<file path="src/rtl/rs_free_tracker.sv">
// Reservation Station occupancy tracker.
// Hands the lowest free RS entry to Dispatch, one per cycle. Releases entries
// when Execute reports completion. Exports registered occupancy, full and
// empty for dispatch stall logic.
//
// Allocation handshake: alloc_req acts as valid and the internal "not full and
// not flushing" condition acts as ready. alloc_gnt = alloc_req & ready, and it
// is combinational within the same cycle. A granted entry is busy from the
// next edge. alloc_index carries meaning only while alloc_gnt=1 and is
// otherwise 0.
module rs_free_tracker #(
  parameter  int RS_ENTRIES = 16,
  localparam int IDX_W      = $clog2(RS_ENTRIES),
  localparam int CNT_W      = $clog2(RS_ENTRIES + 1)
) (
  input  logic                  clk,
  input  logic                  rst_n,
  input  logic                  free_en,
  input  logic [IDX_W-1:0]      free_index,
  input  logic                  alloc_req,
  output logic                  alloc_gnt,
  output logic [IDX_W-1:0]      alloc_index,
  input  logic                  flush,
  output logic [RS_ENTRIES-1:0] valid_vec,
  output logic [CNT_W-1:0]      occupancy,
  output logic                  full,
  output logic                  empty,
  output logic                  err_free
);

  localparam logic [RS_ENTRIES-1:0] ONE_HOT_0 = RS_ENTRIES'(1);
  localparam logic [CNT_W-1:0]      CNT_MAX   = CNT_W'(RS_ENTRIES);

  logic [IDX_W-1:0]      lowest_free;
  logic                  free_in_range;
  logic                  free_busy;
  logic                  legal_free;
  logic                  illegal_free;
  logic [RS_ENTRIES-1:0] valid_next;
  logic [CNT_W-1:0]      occ_next;
  logic                  err_next;

  // Priority encoder over the registered busy bits: the lowest clear bit wins.
  // Scanning downward lets the last match (the lowest index) take effect.
  always_comb begin
    lowest_free = '0;
    for (int i = RS_ENTRIES - 1; i >= 0; i--) begin
      if (!valid_vec[i]) lowest_free = IDX_W'(i);
    end
  end

  // When not full, a free entry always exists, so the encoder result is valid.
  assign alloc_gnt   = alloc_req & ~full & ~flush;
  assign alloc_index = alloc_gnt ? lowest_free : '0;

  // A free is legal only if it targets an in-range, currently busy entry.
  // Flush swallows any same-cycle free, including an illegal one.
  assign free_in_range = ({1'b0, free_index} < (IDX_W + 1)'(RS_ENTRIES));
  assign free_busy     = free_in_range && valid_vec[free_index];
  assign legal_free    = free_en & free_busy & ~flush;
  assign illegal_free  = free_en & ~free_busy & ~flush;

  // Next-state computation. A grant and a legal free never hit the same entry,
  // because a grant targets a clear bit and a free targets a set bit.
  always_comb begin
    valid_next = valid_vec;
    occ_next   = occupancy;
    err_next   = err_free | illegal_free;
    if (flush) begin
      valid_next = '0;
      occ_next   = '0;
    end else begin
      if (alloc_gnt)  valid_next = valid_next | (ONE_HOT_0 << lowest_free);
      if (legal_free) valid_next = valid_next & ~(ONE_HOT_0 << free_index);
      occ_next = occupancy + CNT_W'(alloc_gnt) - CNT_W'(legal_free);
    end
  end

  // State register. full and empty come from the next count, so they always
  // agree with valid_vec in the same cycle.
  always_ff @(posedge clk or negedge rst_n) begin
    if (!rst_n) begin
      valid_vec <= '0;
      occupancy <= '0;
      full      <= 1'b0;
      empty     <= 1'b1;
      err_free  <= 1'b0;
    end else begin
      valid_vec <= valid_next;
      occupancy <= occ_next;
      full      <= (occ_next == CNT_MAX);
      empty     <= (occ_next == '0);
      err_free  <= err_next;
    end
  end

endmodule

</file>
<file path="config.mk">
export PLATFORM = sky130hd
export DESIGN_NAME = rs_free_tracker
export DESIGN_NICKNAME = d
export VERILOG_FILES = /design/src/rtl/rs_free_tracker.sv
export SDC_FILE = /design/constraint.sdc
export NUM_CORES = 1
export LEC_CHECK = 0
export CAP_MARGIN = 20
export CORE_MARGIN = 2
export CORE_UTILIZATION = 43
export CTS_BUF_LIST = sky130_fd_sc_hd__clkbuf_2 sky130_fd_sc_hd__clkbuf_4 sky130_fd_sc_hd__clkbuf_8
export DETAILED_ROUTE_END_ITERATION = 7
export PLACE_DENSITY = 0.75
export SYNTH_ARGS = -nofsm -noshare
export SYNTH_HDL_FRONTEND = slang
export SYNTH_SLANG_ARGS = --single-unit
</file>
<file path="constraint.sdc">
create_clock -name clk -period 4 [get_ports clk]
set_input_delay 0.6 -clock clk [delete_from_list [all_inputs] [get_ports clk]]
set_output_delay 0.6 -clock clk [all_outputs]
set_load 0.1 [all_outputs]
</file>
---- Word-level counts from Yosys, hierarchy flattened ----
Cells that the tools add are included.
operators by class
  equal/unequal tests ..................... 1
  order comparisons ....................... 1
  add/sub/neg operators ................... 2
  reduce and logical (&&, ||, !) cells .... 1
  shift-type cells ........................ 2
  muxes and demuxes ....................... 24
  bitwise logic cells ..................... 13
operators by type and width
  kind                    count
  $mux W4                 17
  $mux W16                4
  $shl A1 B4 Y16 const A  2
  $and A16 B16 Y16        1
  $not A16 Y16            1
  $or A16 B16 Y16         1
  $and A1 B1 Y1           6
  $add A5 B1 Y5           1
  $eq A5 B5 Y1 const B    1
  $logic_not A5 Y1        1
  $lt A4 B5 Y1 const B    1
  $mux W5                 1
  $sub A5 B1 Y5           1
  $bmux W1 S4             1
  $not A1 Y1              3
  $mux W1                 1
  $or A1 B1 Y1            1
word-level totals
  input port bits ......................... 9
  logic and storage cells ................. 49
  register bits after elaboration ......... 24
  output and inout bits ................... 29

---- Depth between registers and ports, before layout ----
  depth after elaboration ................. 23
  depth in mapped cells ................... 15
  depth with buffers taken out ............ 14

---- Worst setup path after synthesis ----
No wires, ideal clock.
  path kind ............................... register to output
  from .................................... register valid_vec[14]
  to ...................................... output port alloc_index[0]
  slack ................................... 205 ps
  stages on the path, launching flop included .. 6
  data required time ...................... 3400 ps
  arrival ................................. 3195 ps
  cells stage by stage .................... dfrtp_1 nor2b_1 o221ai_1 a221oi_2 o21ai_1 nor2_1
on the way
  cells in the longest elaborated chain, start to end .. 16
RTL lines
  what                    RTL line  text
  from (decl)             24        output logic [RS_ENTRIES-1:0] valid_vec,
  from (signal assigned)  89        valid_vec <= valid_next;
  $mux W4 (15 in series)  48        if (!valid_vec[i]) lowest_free = IDX_W'(i);
  $mux W4                 54        assign alloc_index = alloc_gnt ? lowest_free : '0;
  to (decl)               22        output logic [IDX_W-1:0] alloc_index,
No other way between the ends.

---- Worst setup path in the final report ----
  from .................................... input port free_index[0]
  to ...................................... register full
on the way
  cells in the longest elaborated chain, start to end .. 7
RTL lines
  what                           RTL line  text
  from (decl)                    19        input logic [IDX_W-1:0] free_index,
  $bmux W1 S4                    59        assign free_busy = free_in_range && valid_vec[free_index];
  $mux W1 (not written as such)  59
  $and A1 B1 Y1 (2 in series)    60        assign legal_free = free_en & free_busy & ~flush;
  $sub A5 B1 Y5                  75        occ_next = occupancy + CNT_W'(alloc_gnt) - CNT_W'(legal_free);
  $mux W5                        69        if (flush) begin
  named net occ_next[2]          40        logic [CNT_W-1:0] occ_next;
  $eq A5 B5 Y1                   91        full <= (occ_next == CNT_MAX);
  to (signal assigned)           91
  to (decl)                      26        output logic full,
The timed path passes the listed nets, and every way through them passes these cells. The select of a mux whose other input is x is not followed.

==> impl_metrics.yaml <==
routing:
  drt_iter0_drc: 120
  ant_nets: 0
  drt-vias-per-instance: 6.19
  wl_per_cell_um: 18.1
  dr.pass1.iters: 5
  drc: 0
  wl_um: 4600
  via_count: 1578
clock_network:
  cts_tree: "done"
  cts_buffer_depth: 2
  clk_latency_ps: 270
  htree_num_levels: 1
  clockRootBuffer: "clkbuf_8"
  post-cts-setup-buffer-count: 0
  hold_buffers: 0
  clk_pin_slew_worst_paths_ps: 90
  cts_made_buffers: 3
  ctsResizeCount: 0
  cts_sinks: 24
placed_design:
  dp_slack_ps: -239
  gp_congestion: 0.971
  dp_hpwl_um: 3390
  port_buffers: 37
worst_setup_path:
  r2r_start: "valid_vec[2]$_DFF_PN0_"
  cp-end-kind: "flip-flop"
  r2r_end: "full$_DFF_PN0_"
  path_max_fanout: 8
  worstPathRequired_ps: 4200
  cpMaxStageDelayCell: "or4_1"
  reg2reg_slack_ps: 640
  path_class: "in2reg"
  start_kind: "primary input"
  arrival_ps: 4040
  cp_slowest_stage_delay_ps: 560
  worst-r2r-cell-count: 12
  setup.worst_path.end: "full$_DFF_PN0_"
  startpoint: "free_index[0]"
  crit_chain: "clkdlybuf4s50_1, buf_6, mux4_2, mux2_2, o21ai_2, nor2_1, ha_1, inv_1, ha_1, fa_2, xnor2_2, nor2_1, or4_1, nor3_1"
yosys:
  synth_top_area_share: 0.362
  synth-seq-area-share: 0.379
  syn_avg_cell_area_um2: 10.1
  syn_area_um2: 1590
  synthTopCellsByArea: "dfrtp_1 (36%), a311oi_1 (6.1%), a31oi_1 (4.7%), mux4_2 (4.3%), ha_1 (3.9%)"
  syn_nets: 173
  ys_seq_elements: 24
  ys_types: 42
  ys_warn_count: 0
  synth_top_area_cell: "dfrtp_1"
  syn_inst: 158
sta:
  setup_viol: 0
  skew_ps: 3.30
  relSlewSlack: 0.342
  whs_ps: 464
  worstMarginPinSlew_ps: 983
  hold_violations: 0
  period_minus_slack_ps: 3840
  post-route-period-util: 0.961
  slew_violations: 0
  worst_slack_ps: 155
  fmax_mhz: 260
power:
  p_leak_nw: 0.907
  power_mw: 0.934
  irDropWorstVdd_mv: 0.452
  powerDensity_nw_per_um2: 428
floorplan:
  io_pins: 38
  die_h_um: 64.8
  coreArea_um2: 3610
  dieWidth_um: 64.8
  die-area_um2: 4200
  rows: 22
  start_util: 0.441
finish:
  diodes: 0
  nNetsFinal: 223
  drive_above_1_share: 0.203
  syn_to_final_growth_pct: 37.4
global_routing:
  grt_pass1_vias: 1537
  grt_max_degree: 25
  grt_antenna_before_repair: 0
  track_usage: 0.224
  grt_pass1_wl_um: 7220
  overflow: 0
worst_hold_path:
  hp-class: "reg2reg"
run_status:
  status: "finished clean"
job:
  cap_violations: 0
==> state kept, by name, indices dropped and copies added, names as in the netlist <==
name and count:
empty 1, err_free 1, full 1, occupancy 5, valid_vec 16
==> cell families after synthesis <==
logic type      Yosys count  synth area share
mux                       6            0.0724
flops                    24             0.379
fa+ha+maj                 6            0.0520
buf+inv                  17            0.0630
simple gates             52             0.191
xor+xnor                  4            0.0221
compound gates           49             0.220
==> critical path: cells and delay by family <==
kind            cells  cell delay [ps]
compound gates      1              130
simple gates        4              830
xor+xnor            1              150
mux                 2              800
fa+ha+maj           3              860
buf+inv             3              670
==> where the power goes <==
group          switching (mW)  internal [mW]
registers              0.0194          0.270
clock network          0.0830          0.134
logic                   0.302          0.126
total                   0.404          0.530
==> layout make-up <==
| type | instances | area, um2 |
|---|---|---|
| clock inverters | 1 | 30.0 |
| clock buffers | 3 | 41.3 |
| fillers | 325 | 1420 |
| well taps | 48 | 60.1 |
| repair buffers | 49 | 497 |
| multi-input cells | 117 | 905 |
| inverters | 13 | 48.8 |
| flip-flops and latches | 24 | 602 |
==> routing by layer <==
layer	global-route usage	wire (um)	vias to the layer above
li1	-	-	700
met5	0	0	-
met1	0.280	1760	756
met2	0.372	2270	102
met4	0.0984	118	0
met3	0.0486	455	20
==> cell usage in the layout (no fill, tap or decap), types with 3 or more instances in the layout <==
cell	instances
clkdlybuf4s50_1	32
dfrtp_1	23
inv_1	13
nor2_1	13
buf_4	13
nand2_1	12
a31oi_1	12
a311oi_1	11
a21oi_1	7
and3_1	5
ha_1	5
a21o_1	4
nor3_1	4
a21oi_2	3
and2b_2	3
mux4_2	3
nor2b_1	3
nand4_1	3
clkbuf_8	3
==> synthesized netlist by cell type, drive strengths merged <==
cell          instances
and3                  6
dlymetal6s2s          1
mux4                  4
o21bai                1
a41oi                 1
o21ai                 4
a311oi               11
o41ai                 1
o21a                  2
inv                  13
clkbuf                2
ha                    5
o31ai                 1
nand2                12
nand4                 3
dfrtp                23
nor2                 15
fa                    1
xnor2                 2
and2b                 3
nor4                  2
mux2i                 1
a21o                  4
a21oi                10
or4                   1
xor2                  2
dfstp                 1
or3b                  1
nor2b                 3
nand3                 1
nor3                  5
buf                   1
o221ai                1
a221oi                1
mux2                  1
a31oi                12
==> through the flow <==
stage / util / setup TNS (ps) / area, um2 / cells
floorplan: - / 0 / 1590 / 158
global placement: 0.572 / -281 / 2060 / 250
detailed placement: 0.572 / -473 / 2060 / 250
CTS: 0.592 / 0 / 2130 / 254
global route: 0.605 / -1.86 / 2180 / 255
finish: 0.605 / 0 / 2180 / 255
==> how the worst min path moves through the flow <==
stage / depth (start not counted) / startpoint / slack, ps / end
5_1_grt: 1 / err_free$_DFF_PN0_ / 490 / err_free$_DFF_PN0_
2_1_floorplan: 0 / rst_n / 300 / err_free$_DFF_PN0_
6_report: 1 / err_free$_DFF_PN0_ / 460 / err_free$_DFF_PN0_
3_5_place_dp: 1 / err_free$_DFF_PN0_ / 450 / err_free$_DFF_PN0_
4_1_cts: 1 / err_free$_DFF_PN0_ / 470 / err_free$_DFF_PN0_
3_3_place_gp: 1 / err_free$_DFF_PN0_ / 450 / err_free$_DFF_PN0_
Power figures use the tool's default switching activity.
